==> config.mk <==
export PLATFORM = sky130hd
export DESIGN_NAME = fir_coeff_ctrl
export DESIGN_NICKNAME = d
export VERILOG_FILES = /design/src/rtl/fir_ctrl_pkg.sv /design/src/rtl/fir_coeff_bank.sv /design/src/rtl/fir_coeff_ctrl.sv
export SDC_FILE = /design/constraint.sdc
export NUM_CORES = 1
export LEC_CHECK = 0
export ABC_AREA = 1
export CORE_MARGIN = 2
export CORE_UTILIZATION = 53
export DETAILED_ROUTE_END_ITERATION = 8
export PLACE_DENSITY_LB_ADDON = 0.3
export SLEW_MARGIN = 20
export SYNTH_ARGS = -nofsm -noshare
export SYNTH_HDL_FRONTEND = slang
export SYNTH_SLANG_ARGS = --single-unit
==> constraint.sdc <==
create_clock -name s00_axis_aclk -period 2.2 [get_ports s00_axis_aclk]
set_input_delay 0.44 -clock s00_axis_aclk [delete_from_list [all_inputs] [get_ports s00_axis_aclk]]
set_output_delay 0.44 -clock s00_axis_aclk [all_outputs]
set_load 0.01 [all_outputs]
==> src/rtl/fir_ctrl_pkg.sv <==
// Shared types and constants for the FIR coefficient controller.
// FIR_COEFF_SYMMETRIC_EN selects half-length symmetric coefficient packets.
package fir_ctrl_pkg;

  localparam int NUM_COEFFS  = 15;
  localparam int COEFF_WIDTH = 8;
  localparam int IDX_W       = $clog2(NUM_COEFFS);

  typedef logic signed [COEFF_WIDTH-1:0] coeff_t;
  typedef coeff_t [NUM_COEFFS-1:0]       bank_t;
  typedef logic [IDX_W-1:0]              idx_t;

  typedef enum logic [1:0] {
    IDLE    = 2'd0,
    LOAD    = 2'd1,
    DRAIN   = 2'd2,
    PENDING = 2'd3
  } state_e;

  // Tap 14 down to tap 0; the default response is symmetric.
  localparam bank_t DEFAULT_COEFFS = {
    coeff_t'(-2), coeff_t'(-3), coeff_t'(-4), coeff_t'(0),  coeff_t'(9),
    coeff_t'(21), coeff_t'(32), coeff_t'(36), coeff_t'(32), coeff_t'(21),
    coeff_t'(9),  coeff_t'(0),  coeff_t'(-4), coeff_t'(-3), coeff_t'(-2)
  };

`ifdef FIR_COEFF_SYMMETRIC_EN
  localparam int PKT_LEN = (NUM_COEFFS + 1) / 2;
`else
  localparam int PKT_LEN = NUM_COEFFS;
`endif

  localparam idx_t LAST_IDX = idx_t'(PKT_LEN - 1);
  localparam idx_t TOP_IDX  = idx_t'(NUM_COEFFS - 1);

  // Second write target for a beat; equals the primary index when not symmetric.
  function automatic idx_t mirror_idx(input idx_t idx);
`ifdef FIR_COEFF_SYMMETRIC_EN
    return TOP_IDX - idx;
`else
    return idx;
`endif
  endfunction

endpackage

==> src/rtl/fir_coeff_bank.sv <==
// Shadow/active coefficient register pair; shadow is written beat by beat and
// copied wholesale into active on commit. Mirror writes serve FIR_COEFF_SYMMETRIC_EN.
module fir_coeff_bank
  import fir_ctrl_pkg::*;
(
  input  logic                              clk,
  input  logic                              rst_n,
  input  logic                              wr_en,
  input  idx_t                              wr_idx,
  input  idx_t                              wr_mirror_idx,
  input  coeff_t                            wr_data,
  input  logic                              commit,
  output logic [NUM_COEFFS*COEFF_WIDTH-1:0] active_flat
);

  bank_t shadow_q, shadow_d;
  bank_t active_q, active_d;

  always_comb begin
    shadow_d = shadow_q;
    if (wr_en) begin
      shadow_d[wr_idx]        = wr_data;
      shadow_d[wr_mirror_idx] = wr_data;
    end
  end

  always_comb begin
    active_d = active_q;
    if (commit) begin
      active_d = shadow_q;
    end
  end

  always_ff @(posedge clk or negedge rst_n) begin
    if (!rst_n) begin
      shadow_q <= '0;
      active_q <= DEFAULT_COEFFS;
    end else begin
      shadow_q <= shadow_d;
      active_q <= active_d;
    end
  end

  assign active_flat = active_q;

endmodule

==> src/rtl/fir_coeff_ctrl.sv <==
// Run-time coefficient controller: loads packets into a shadow bank and commits
// them on a FIR frame boundary. FIR_COEFF_SYMMETRIC_EN enables half-length packets.
module fir_coeff_ctrl #(
  parameter int C_S00_AXIS_TDATA_WIDTH = 32,
  parameter int NUM_COEFFS             = 15,
  parameter int COEFF_WIDTH            = 8
) (
  input  logic                              s00_axis_aclk,
  input  logic                              s00_axis_aresetn,
  input  logic [C_S00_AXIS_TDATA_WIDTH-1:0] s00_axis_tdata,
  input  logic                              s00_axis_tvalid,
  input  logic                              s00_axis_tlast,
  output logic                              s00_axis_tready,
  input  logic                              frm_tvalid,
  input  logic                              frm_tready,
  input  logic                              frm_tlast,
  output logic [NUM_COEFFS*COEFF_WIDTH-1:0] coeffs_flat,
  output logic                              swap_pulse,
  output logic                              pending,
  output logic                              load_err
);

  import fir_ctrl_pkg::*;

  state_e state_q, state_d;
  idx_t   idx_q, idx_d;
  logic   load_err_q, load_err_d;
  logic   swap_pulse_q, swap_pulse_d;

  logic   cfg_beat;
  logic   frm_boundary;
  logic   wr_en;
  idx_t   wr_idx;
  logic   commit;
  logic   unused_tdata_hi;

  assign cfg_beat        = s00_axis_tvalid & s00_axis_tready;
  assign frm_boundary    = frm_tvalid & frm_tready & frm_tlast;
  assign unused_tdata_hi = ^s00_axis_tdata[C_S00_AXIS_TDATA_WIDTH-1:COEFF_WIDTH];

  always_ff @(posedge s00_axis_aclk or negedge s00_axis_aresetn) begin
    if (!s00_axis_aresetn) begin
      state_q      <= IDLE;
      idx_q        <= '0;
      load_err_q   <= 1'b0;
      swap_pulse_q <= 1'b0;
    end else begin
      state_q      <= state_d;
      idx_q        <= idx_d;
      load_err_q   <= load_err_d;
      swap_pulse_q <= swap_pulse_d;
    end
  end

  always_comb begin
    state_d      = state_q;
    idx_d        = idx_q;
    load_err_d   = load_err_q;
    swap_pulse_d = 1'b0;
    case (state_q)
      IDLE: begin
        if (cfg_beat) begin
          if (s00_axis_tlast) begin
            load_err_d = 1'b1;
          end else begin
            idx_d   = idx_t'(1);
            state_d = LOAD;
          end
        end
      end
      LOAD: begin
        if (cfg_beat) begin
          if (idx_q == LAST_IDX) begin
            if (s00_axis_tlast) begin
              state_d = PENDING;
            end else begin
              load_err_d = 1'b1;
              state_d    = DRAIN;
            end
          end else if (s00_axis_tlast) begin
            load_err_d = 1'b1;
            state_d    = IDLE;
          end else begin
            idx_d = idx_q + idx_t'(1);
          end
        end
      end
      DRAIN: begin
        if (cfg_beat && s00_axis_tlast) begin
          state_d = IDLE;
        end
      end
      PENDING: begin
        // A boundary that coincides with the final beat is seen in LOAD, so it never commits.
        if (frm_boundary) begin
          swap_pulse_d = 1'b1;
          state_d      = IDLE;
        end
      end
      default: state_d = IDLE;
    endcase
  end

  always_comb begin
    s00_axis_tready = s00_axis_aresetn && (state_q != PENDING);
    pending         = (state_q == PENDING);
    wr_en           = cfg_beat && ((state_q == IDLE) || (state_q == LOAD));
    wr_idx          = (state_q == IDLE) ? '0 : idx_q;
    commit          = (state_q == PENDING) && frm_boundary;
  end

  fir_coeff_bank u_bank (
    .clk           (s00_axis_aclk),
    .rst_n         (s00_axis_aresetn),
    .wr_en         (wr_en),
    .wr_idx        (wr_idx),
    .wr_mirror_idx (mirror_idx(wr_idx)),
    .wr_data       (coeff_t'(s00_axis_tdata[COEFF_WIDTH-1:0])),
    .commit        (commit),
    .active_flat   (coeffs_flat)
  );

  assign swap_pulse = swap_pulse_q;
  assign load_err   = load_err_q;

endmodule

======== Word level (Yosys, flattened, before mapping) ========
Cells that the tools add are included.
operators by class
  add/subtract/negate cells ............... 1
  order comparisons ....................... 2
  eq/ne operators ......................... 14
  muxes and demuxes ....................... 28
  bitwise operators ....................... 3
  reductions and logical operators ........ 11
operators with widths
  kind                 count
  $bwmux 120           2
  $demux 8 s4          1
  $mux 4               6
  $mux 2               7
  $ne 2x2->1 const B   7
  $reduce_and 6->1     2
  $mux 1               8
  $mux 8               1
  $pmux 2 s4           1
  $pmux 4 s2           1
  $ne 3x3->1 const B   2
  $logic_and 1x1->1    5
  $lt 4x5->1 const B   1
  $add 4x1->4 const B  1
  $eq 2x2->1 const B   2
  $eq 4x4->1 const B   1
  $ge 4x1->1 const B   1
  $reduce_and 4->1     1
  $and 1x1->1          3
  $eq 2x1->1 const B   1
  $logic_not 2->1      1
  $ne 2x1->1 const B   1
  $pmux 1 s2           1
  $reduce_bool 2->1    1
  $logic_or 1x1->1     1
storage, ports and cells
  register bits ........................... 248
  input port bits ......................... 39
  output and inout port bits .............. 124
  word-level logic and storage cells ...... 93

======== Longest topological paths before layout ========
  depth in word-level cells ............... 8
  gate-level depth with buffers ........... 9
  mapped depth without buffers ............ 9

======== Modules after synthesis ========
Synthesis repeated with hierarchy kept, for this count alone.
unflattened totals
  cell total of the unflattened synthesis .. 930
  area, all modules ....................... 10289.9 um^2
modules (own cells, without submodules)
  module          times used  cells each  area an instance (um^2)  seq. area each (um^2)
  fir_coeff_bank  1           844         9710.6                   6073.3
  fir_coeff_ctrl  1           86          579.3                    200.2

======== Worst setup path after synthesis ========
Ideal clock, no wire load.
  path type ............................... register -> register
  start ................................... register state_q[0]
  end ..................................... register u_bank.active_q, in the netlist u_bank.active_flat[105]
  setup time .............................. 0.125 ns
  arrival ................................. 1.365 ns
  required time ........................... 2.075 ns
  path slack .............................. 0.711 ns
  cell stages (with the launch flop) ...... 6
  path buffers ............................ 2
  period minus slack after synthesis ...... 1.489 ns
  cells stage by stage .................... dfrtp_1 nand2_2 nor2_2 buf_4 buf_4 mux2_2
on the way
  cells in the longest elaborated chain, start to end .. 2
RTL lines
  item                    RTL line               text
  from (decl)             fir_coeff_ctrl.sv:25   state_e state_q, state_d;
  from (signal assigned)  fir_coeff_ctrl.sv:48   state_q <= state_d;
  $eq 2x2->1              fir_coeff_ctrl.sv:109  commit = (state_q == PENDING) && frm_boundary;
  $logic_and 1x1->1       fir_coeff_ctrl.sv:109
  to (signal assigned)    fir_coeff_bank.sv:40   active_q <= active_d;
  to (decl)               fir_coeff_bank.sv:17   bank_t active_q, active_d;
Every way passes these cells.
A chain may end at the register's enable or synchronous reset.

======== Final worst setup path ========
  start ................................... register state_q[1]
  end ..................................... output port pending
on the way
  cells in the longest elaborated chain, start to end .. 1
RTL lines
  item        RTL line               text
  $eq 2x2->1  fir_coeff_ctrl.sv:106  pending = (state_q == PENDING);
  to (decl)   fir_coeff_ctrl.sv:19   output logic pending,
Every way passes these cells.

==> results.yml <==
critical_path:
  crit_arrival_ns: 1.62
  required_ns: 1.76
  end_kind: "output port"
  worstSetupPathType: "reg2out"
  r2r_start: "state_q[1]"
  cp_max_fo: 5
  r2r_end: "u_bank.shadow_q[55]"
  start_kind: "flip-flop"
  r2r_slack_ns: 0.43
  r2r_cells: 7
drt:
  finalWirelength_mm: 20.4
  drt_iter0_drc: 408
  drc_errors: 0
  avgViaCountPerCell: 5.31
  num_vias: 6063
  first_pass_iters: 4
  wire_per_inst_um: 17.8
  antenna_left: 0
timing:
  finalSetupTns_ns: 0
  fin_crit_sh_pct: 93.8
  fin_skew_ns: 0.00999
  finalCriticalPeriod_ns: 2.06
  max_freq_ghz: 0.485
  slew_violations: 0
  hold_viol_final: 0
  rsz0062_at_grt: "false"
  tightestPinTransition_ns: 0.784
  slew_headroom_pct: 47.7
  setup_viol: 0
synthesis:
  synth_seq_area_share_pct: 66.2
  synth_area_leaders: "dfrtp_1 51%, dfstp_2 15%, mux2_2 14%"
  synth_xor_area_share_pct: 0.185
  synth_compound_area_share_pct: 6.65
  syn_area_per_cell_um2: 12.6
  synth_cell_types: 27
  synth-warning-count: 0
  synth_top_area_share_pct: 51.2
  syn_inst: 752
  yosys.area.top_type: "dfrtp_1"
  yosys.area_share.simple_pct: 9.58
  synth_area_um2: 9480
  synth_top_family_by_area: "multiplexers"
  synthMuxAreaShare_pct: 14.2
  synthAdderAreaFrac_pct: 0.264
  ys_seq_elements: 248
  synth_fp_nets: 793
layout:
  fillers: 1274
  area_growth_pct: 26.5
  n_antenna_cell: 0
  seq_area_um2: 6280
  drive_gt1_share_pct: 28.8
  nNetsFinal: 940
  multiInputGateArea_um2: 2940
  post_layout_nonfiller_instances: 1142
global_routing:
  antenna_found_initial: 0
  grt_start_max_net_pins: 142
  overflow: 0
  grt_pass1_wl_mm: 32.2
  grtUsageTotal_pct: 22.1
  grt_pass1_vias: 5884
hold_path:
  hold_class: "in2async"
clock_tree:
  cts_tree: "done"
  clkSlewWorstSetupHoldPaths_ns: 0.06
  clk_path_buf_depth: 3
  numCtsBuffers: 25
  cts.sinks: 248
  ctsHtreeMaxLevel: 1
  insertion_delay_ns: 0.51
  cts_root_buf: "clkbuf_16"
placement:
  dp.cells: 1094
  port_buffers: 138
  place.gp.congestion: 0.792
  hpwl_mm: 12.2
floorplan:
  die_h_um: 138
  fp-row-count: 48
  die_x_um: 138
  core_um2: 17400
  start_util_pct: 54.4
  die-area_um2: 19000
  io_pins: 163
job:
  max_cap_viol_count: 0
power_and_ir_drop:
  peakVddDrop_v: 0.000655
  pwr_density_cell_nw_per_um2: 884
  power_leakage_nw: 5.46
status:
  status: "finished, final reports clean"
cell type report:
cell class / count / share of cell area (%)
clock buffers: 34 / 5.91
clock inverters: 11 / 1.22
inverters: 21 / 0.657
multi-input cells: 447 / 24.5
flip-flops and latches: 248 / 52.3
well taps: 225 / 2.35
repair buffers: 156 / 13.0
synth_stat cells, drive strengths merged:
cell type / instances
a21oi: 1
mux2: 120
o21ai: 122
xor2: 1
clkbuf: 8
nor2: 22
nand4: 2
a22oi: 1
nand3: 11
ha: 2
o21bai: 1
buf: 28
nor3: 1
dfrtp: 194
nand2: 162
inv: 21
xnor2: 1
dfstp: 54
layout by cell type, fill, tap and decap left out, types with 2 or more instances in the layout:
master / netlist / final
buf_12: 0 / 3
buf_4: 11 / 14
bufinv_16: 0 / 3
clkbuf_1: 8 / 4
clkbuf_16: 0 / 25
clkbuf_8: 0 / 5
clkdlybuf4s50_1: 0 / 136
clkinv_2: 0 / 5
clkinvlp_4: 0 / 2
dfrtp_1: 194 / 192
dfrtp_2: 0 / 2
dfstp_2: 54 / 54
ha_1: 2 / 2
inv_1: 18 / 18
inv_2: 3 / 3
mux2_1: 2 / 2
mux2_2: 118 / 118
nand2_1: 146 / 146
nand2_2: 16 / 15
nand3_1: 11 / 11
nor2_1: 12 / 12
nor2_4: 8 / 9
o21ai_0: 18 / 18
o21ai_1: 104 / 104
routing by layer:
layer / GRT usage, % / part of all wire, %
met3: 4.34 / 6.4
met1: 32.6 / 46
met5: 0 / 0
met2: 34.4 / 47
met4: 4.65 / 1.4
worst max-delay path, cell delays in order, from the launching register on:
cell             delay [ns]
dfrtp_2                0.39
nand2_4                0.08
inv_1                  0.10
clkdlybuf4s50_1        0.54
power by group:
part           internal (W)  total (W)  switching, W
clock               0.00262    0.00436       0.00174
sequential          0.00496    0.00522      0.000262
combinational      0.000362    0.00103      0.000668
total               0.00794     0.0106       0.00267
stage by stage:
| stage | hold slack, ns | power [W] | instance area [um^2] | worst slack (ns) | util [%] |
|---|---|---|---|---|---|
| 2_1_floorplan | 0.144 | 0.00590 | 9480 | 0.711 | - |
| 3_3_place_gp | 0.277 | 0.00622 | 11100 | 0.115 | 63.8 |
| 3_5_place_dp | 0.278 | 0.00629 | 11100 | 0.0843 | 63.8 |
| 4_1_cts | 0.00617 | 0.0107 | 12000 | 0.00153 | 68.9 |
| 5_1_grt | 0.0285 | 0.0111 | 12000 | 0.0772 | 68.9 |
| 6_report | 0.00778 | 0.0106 | 12000 | 0.137 | 68.9 |
logic make-up after synthesis:
| family | after synthesis |
|---|---|
| DFF | 248 |
| and+or+nand+nor | 198 |
| AOI/OAI and AO/OA | 125 |
| muxes | 120 |
| buffers and inverters | 57 |
| xor gates and xnor gates | 2 |
| adders and majority gates | 2 |
how the worst max path moves through the flow:
stage / from / end / slack [ns] / cells after the start
4_1_cts: state_q[0] / s00_axis_tready / 0.002 / 4
3_3_place_gp: frm_tlast / u_bank.active_flat[57] / 0.11 / 5
2_1_floorplan: state_q[0] / u_bank.active_flat[105] / 0.71 / 5
5_1_grt: state_q[1] / pending / 0.08 / 3
6_report: state_q[1] / pending / 0.14 / 3
3_5_place_dp: frm_tlast / u_bank.active_flat[41] / 0.08 / 5
registers in the layout, indices dropped and copies added, names as in the netlist:
name and cells:
idx_q 4, load_err 1, state_q 2, swap_pulse 1
u_bank.active_flat 120, u_bank.shadow_q 120
what timing repair did:
| item | in CTS | in global routing |
|---|---|---|
| setup buffers | 2 | 0 |
| hold endpoints to repair | 13 | 0 |
| pin swaps | 0 | 0 |
| gates resized for setup | 3 | 1 |
| endpoints found under the setup margin | 2 | 1 |
| hold buffers | 1 | 0 |
(Power assumes the default switching activity.)
